--- config.mk ---
export PLATFORM = sky130hd
export DESIGN_NAME = shift_sched
export DESIGN_NICKNAME = d
export VERILOG_FILES = /design/src/rtl/shift_pkg.sv /design/src/rtl/shift_sched_shifter.sv /design/src/rtl/shift_sched.sv
export SDC_FILE = /design/constraint.sdc
export NUM_CORES = 1
export LEC_CHECK = 0
export ABC_AREA = 0
export BUFFER_PORTS_ARGS = -buffer_cell sky130_fd_sc_hd__buf_4
export CORE_AREA = 2 2 152 154
export DETAILED_ROUTE_END_ITERATION = 8
export DIE_AREA = 0 0 154 156
export PLACE_DENSITY = 0.64
export SLEW_MARGIN = 10
export SYNTH_ARGS = -nofsm -noshare
export SYNTH_HDL_FRONTEND = slang
export SYNTH_SLANG_ARGS = --single-unit
--- constraint.sdc ---
create_clock -name clk -period 9.59 [get_ports clk]
set_clock_uncertainty 0.1 [all_clocks]
set_input_delay 0.959 -clock clk [delete_from_list [all_inputs] [get_ports clk]]
set_output_delay 0.959 -clock clk [all_outputs]
set_load 0.01 [all_outputs]
--- src/rtl/shift_pkg.sv ---
// rtl/shift_pkg.sv - shared constants, state encoding and pass-amount helpers for shift_sched
package shift_pkg;

  localparam int DATA_W = 32;

  localparam logic [1:0] SH_SLL  = 2'b00;
  localparam logic [1:0] SH_SRL  = 2'b01;
  localparam logic [1:0] SH_SRA  = 2'b10;
  localparam logic [1:0] SH_PASS = 2'b11;

  typedef enum logic [1:0] {
    ST_IDLE  = 2'd0,
    ST_PASS1 = 2'd1,
    ST_PASS2 = 2'd2,
    ST_DONE  = 2'd3
  } state_t;

  function automatic logic [4:0] pass1_sh(input logic [5:0] amt);
    return amt[5] ? 5'd31 : amt[4:0];
  endfunction

  // Pass 2 covers amt-31; amt=63 would need 32, but 62 already saturates every mode.
  function automatic logic [4:0] pass2_sh(input logic [5:0] amt);
    logic [5:0] rem;
    rem = amt - 6'd31;
    return rem[5] ? 5'd31 : rem[4:0];
  endfunction

endpackage

--- src/rtl/shift_sched_shifter.sv ---
// rtl/shift_sched_shifter.sv - 32-bit combinational shifter, 5-bit amount, fill from in[31]
module shift_sched_shifter
  import shift_pkg::*;
(
  input  logic [DATA_W-1:0] in,
  input  logic [4:0]        sh,
  input  logic [1:0]        shift_con,
  output logic [DATA_W-1:0] out
);

  always_comb begin
    out = in;
    case (shift_con)
      SH_SLL:  out = in << sh;
      SH_SRL:  out = in >> sh;
      SH_SRA:  out = $signed(in) >>> sh;
      default: out = in;
    endcase
  end

endmodule

--- src/rtl/shift_sched.sv ---
// rtl/shift_sched.sv - two-requester scheduler sharing one shifter over one or two passes
module shift_sched
  import shift_pkg::*;
#(
  parameter int AMT_W = 6,
  parameter bit RR_EN = 1'b1
) (
  input  logic                  clk,
  input  logic                  rst,
  input  logic [1:0]            req_valid,
  output logic [1:0]            req_ready,
  input  logic [2*DATA_W-1:0]   req_data,
  input  logic [2*AMT_W-1:0]    req_amt,
  input  logic [3:0]            req_con,
  output logic                  out_valid,
  input  logic                  out_ready,
  output logic [DATA_W-1:0]     out_data,
  output logic                  out_id,
  output logic                  busy
);

  state_t              state, state_nxt;
  logic [DATA_W-1:0]   data_q, work_q;
  logic [AMT_W-1:0]    amt_q;
  logic [1:0]          con_q;
  logic                id_q;
  logic                rr_last;

  logic                gnt_any, gnt_id;
  logic [DATA_W-1:0]   sh_in, sh_out;
  logic [4:0]          sh_amt;

  // rr_last names the requester served most recently; the other one wins a tie.
  always_comb begin
    gnt_any = |req_valid;
    if (&req_valid) gnt_id = RR_EN ? ~rr_last : 1'b0;
    else            gnt_id = req_valid[1];
  end

  assign req_ready = (state == ST_IDLE && gnt_any) ? (gnt_id ? 2'b10 : 2'b01) : 2'b00;

  // Pass 2 reuses the pass-1 result, whose bit 31 still carries the original sign.
  always_comb begin
    sh_in  = data_q;
    sh_amt = pass1_sh(amt_q);
    if (state == ST_PASS2) begin
      sh_in  = work_q;
      sh_amt = pass2_sh(amt_q);
    end
  end

  shift_sched_shifter u_shifter (
    .in        (sh_in),
    .sh        (sh_amt),
    .shift_con (con_q),
    .out       (sh_out)
  );

  always_comb begin
    state_nxt = state;
    case (state)
      ST_IDLE:  if (gnt_any) state_nxt = ST_PASS1;
      ST_PASS1: state_nxt = (amt_q[5] && con_q != SH_PASS) ? ST_PASS2 : ST_DONE;
      ST_PASS2: state_nxt = ST_DONE;
      ST_DONE:  if (out_ready) state_nxt = ST_IDLE;
      default:  state_nxt = ST_IDLE;
    endcase
  end

  always_ff @(posedge clk) begin
    if (rst) begin
      state   <= ST_IDLE;
      data_q  <= '0;
      work_q  <= '0;
      amt_q   <= '0;
      con_q   <= SH_SLL;
      id_q    <= 1'b0;
      rr_last <= 1'b1;
    end else begin
      state <= state_nxt;
      if (state == ST_IDLE && gnt_any) begin
        data_q  <= gnt_id ? req_data[63:32] : req_data[31:0];
        amt_q   <= gnt_id ? req_amt[11:6]   : req_amt[5:0];
        con_q   <= gnt_id ? req_con[3:2]    : req_con[1:0];
        id_q    <= gnt_id;
        rr_last <= gnt_id;
      end
      if (state == ST_PASS1 || state == ST_PASS2) work_q <= sh_out;
    end
  end

  assign out_valid = (state == ST_DONE);
  assign out_data  = work_q;
  assign out_id    = id_q;
  assign busy      = (state != ST_IDLE);

endmodule

==> parameters.txt <==
Parameter                              Value

Synthesis
  Number of nets in the synthesized netlist ... 1292
  Number of warnings printed during yosys synthesis ... 0
  Share of Yosys cell area claimed by the top area cell type ... 17.27%
  Synthesized instance count ... 1201
  Number of synthesized flops with an enable pin ... 0
  Number of distinct library cell variants in the gate-level netlist after synthesis ... 101
  Most common cell in the synthesized netlist ... sky130_fd_sc_hd__nor2_1
  Post-synthesis cell area ... 0.008811 sq mm
  Post-synthesis area per instance ... 7.336 sq um
  Commonest cells in the netlist ... 153 x sky130_fd_sc_hd__nor2_1, 98 x sky130_fd_sc_hd__a21oi_1, 92 x sky130_fd_sc_hd__nand2_1, 76 x sky130_fd_sc_hd__dfxtp_1, 69 x sky130_fd_sc_hd__mux2i_1
  Asr flop ratio synth ... 0%
  Number of synthesized register bits ... 76
  Post-synth top flop ... sky130_fd_sc_hd__dfxtp_1
  Biggest area contributors in the synthesized netlist ... sky130_fd_sc_hd__dfxtp_1 17%, sky130_fd_sc_hd__mux2i_1 7.8%, sky130_fd_sc_hd__nor2_1 6.5%, sky130_fd_sc_hd__a21oi_1 5.6%, sky130_fd_sc_hd__a222oi_1 4.8%
  Cell type with the highest aggregate area in the netlist ... sky130_fd_sc_hd__dfxtp_1
  Sequential fraction of the synthesis area ... 17.27%

Clocking
  Number of buffers created by CTS ... 9
  Number of buffers added for setup after CTS ... 0
  Bufs on Longest Clock Path ... 2
  Hold Buf Count CTS ... 0
  CTS H-tree depth ... 3
  Clock transition at the registers of the reported paths ... 0.07 ns
  CTS Sinks ... 76
  Latest clock arrival within the worst-skew pair ... 0.36 ns
  Clock tree root buffer cell ... sky130_fd_sc_hd__clkbuf_16
  CTS tree ... yes
  Resized cells post-CTS ... 0

STA
  Slew HR ... 17.64%
  Maximum frequency from static timing analysis ... 0.1988 GHz
  Hold Violations, Final ... 0
  Worst Max-Slew Pin Slew ... 1.226 ns
  Final-layout setup total negative slack ... 0 ns
  Final Worst Setup Slack ... 4.560 ns
  Final period demand of the worst path ... 5.030 ns
  Max Slew Vio Count ... 0
  Crit share post-route ... 52.45%
  Setup repair after global routing missed its margin ... false
  Final setup violation count ... 0

Floorplan
  Core ar. ... 0.02237 sq mm
  Area enclosed by the die boundary ... 0.02402 sq mm
  Floorplan die height ... 156 microns
  Num ports ... 122
  Die Wd ... 154 microns
  Initial cell density of the core ... 39.40%
  Core Rows ... 55

Global routing
  Total Routing Usage GR ... 37.33%
  Antenna violations before repair ... 0
  Sum of overflow across all layers after global routing ... 0
  Largest net degree at the start of global routing ... 77
  Wire length of the first global-routing pass ... 67.42 mm
  Vias in the first global route ... 10140

Worst hold path
  Startpoint of the lowest-slack hold path ... out_id$_SDFFE_PP0P_
  HP Class ... reg -> reg
  Cell depth of the worst hold path ... 2
  Hold Path Sink ... out_id$_SDFFE_PP0P_

Routing
  Via count ... 11210
  Vias per Instance ... 7.334
  Routed length per placed instance ... 30.46 microns
  Starting DRT DRC Count ... 1838
  TritonRoute pass-1 iters ... 7
  Post-DRT Antenna Nets ... 0
  Total wire length after detailed routing ... 46.57 mm
  DRC violations left ... 0

Worst setup path
  Reg2Reg Setup Slack ... 4.56 ns
  Endpoint class of the critical path ... flip-flop
  Reg-to-Reg End ... out_data[25]$_SDFFE_PP0P_
  Startpoint of the worst setup timing path ... amt_q[5]$_SDFFE_PP0P_
  RR Startpoint ... amt_q[5]$_SDFFE_PP0P_
  Endpoint required time on the critical path ... 9.74 ns
  Data arrival time of the worst path ... 5.18 ns
  Kind of critical path ... reg -> reg
  Worst Path Max Fanout ... 76
  Reg2Reg Depth ... 10
  Category of the worst setup path launch point ... flip-flop

Power and ir drop
  Worst IR drop on VDD ... 0.2032 mV
  Leakage power of the design ... 0.003819 uW
  P per Cell Area ... 450.7 mW/mm^2

Placement
  Number of buffers inserted by port buffering ... 121
  Worst setup slack after placement ... 4.728 ns
  DP HPWL ... 34.21 mm
  Total instance count after detailed placement ... 1513
  Gp weighted congestion ... 1.058

Flow run
  Number of violations of the max-capacitance limit ... 0

Status
  Outcome ... finished, final reports clean

Final layout
  Share of final-layout standard cells stronger than drive strength 1 ... 20.18%
  Final Non-Filler Cells ... 1529
  Net total in the final layout ... 1330
  Synthesis-to-finish area growth ... 14.03%
  Antenna cell count ... 0
==> stage by stage <==
step	power (uW)	cell area (sq um)	utilization (%)	hold slack, ns
floorplan	2787	8811	-	0.3596
global placement	3996	9737	43.54	0.3754
detailed placement	3932	9737	43.54	0.4002
CTS	4320	10050	44.92	0.4142
global route	4667	10050	44.92	0.4751
finish	4528	10050	44.92	0.4184
==> layout by cell type, fill, tap and decap left out, types with 24 or more instances in the layout <==
cell | synthesis | layout
sky130_fd_sc_hd__nor2_1 | 153 | 151
sky130_fd_sc_hd__buf_4 | 8 | 147
sky130_fd_sc_hd__a21oi_1 | 98 | 96
sky130_fd_sc_hd__nand2_1 | 92 | 92
sky130_fd_sc_hd__dfxtp_1 | 76 | 74
sky130_fd_sc_hd__mux2i_1 | 69 | 69
sky130_fd_sc_hd__o21ai_0 | 65 | 65
sky130_fd_sc_hd__a222oi_1 | 42 | 42
sky130_fd_sc_hd__nand3_1 | 33 | 33
sky130_fd_sc_hd__nor3_1 | 33 | 32
sky130_fd_sc_hd__mux2_2 | 32 | 32
sky130_fd_sc_hd__a211oi_1 | 24 | 24
==> critical path, stage by stage, from the launching register on <==
cell	delay (ns)
sky130_fd_sc_hd__dfxtp_2	0.31
sky130_fd_sc_hd__buf_4	0.57
sky130_fd_sc_hd__nor2b_1	0.38
sky130_fd_sc_hd__and4_1	0.37
sky130_fd_sc_hd__or3_2	0.80
sky130_fd_sc_hd__buf_4	0.39
sky130_fd_sc_hd__nor2_1	0.96
sky130_fd_sc_hd__a221oi_1	0.24
sky130_fd_sc_hd__a221oi_1	0.39
sky130_fd_sc_hd__o211ai_1	0.15
sky130_fd_sc_hd__a22o_1	0.22
==> state kept, by name, summed over array words and instances, names as in the netlist <==
| name | cells |
|---|---|
| data_q | 32 |
| out_data | 32 |
| out_id | 1 |
| state | 2 |
| con_q | 2 |
| rr_last | 1 |
| amt_q | 6 |
==> kinds of logic after synthesis <==
| logic type | synth area share [%] |
|---|---|
| AO/OA/AOI/OAI | 38.95 |
| adder cells (fa/ha/maj) | 0.8520 |
| flip-flops | 17.27 |
| AND/OR/NAND/NOR | 22.74 |
| XOR/XNOR | 0.09942 |
| multiplexers | 12.52 |
| buffers and inverters | 7.569 |
==> metal layers <==
metal / up-vias / part of all wire (%) / track usage, %
li1: 4779 / - / -
met1: 5242 / 40 / 49.45
met2: 971 / 41 / 54.71
met3: 221 / 13 / 10.11
met4: 0 / 6.6 / 20.78
met5: - / 0 / 0
==> power breakdown <==
| part | switching (uW) | total, uW | internal [uW] |
|---|---|---|---|
| sequential | 166 | 572 | 406 |
| combinational | 2440 | 3580 | 1140 |
| clock | 164 | 376 | 211 |
==> area by class of cell <==
class | instances | area, sq um
clock buffer | 10 | 239.0
tap | 285 | 356.6
timing repair buffer | 147 | 1104
inverter | 19 | 71.32
multi-input combinational | 986 | 6681
fill | 2320 | 12320
clock inverter | 6 | 71.32
sequential | 76 | 1524
==> worst max path at each step <==
stage | to | cells past startpoint
6_report | out_data[25]$_SDFFE_PP0P_ | 10
3_5_place_dp | out_data[8]$_SDFFE_PP0P_ | 11
2_1_floorplan | out_data[8]$_SDFFE_PP0P_ | 13
4_1_cts | out_data[25]$_SDFFE_PP0P_ | 10
5_1_grt | out_data[24]$_SDFFE_PP0P_ | 11
3_3_place_gp | out_data[29]$_SDFFE_PP0P_ | 13
(Power assumes the default switching activity.)
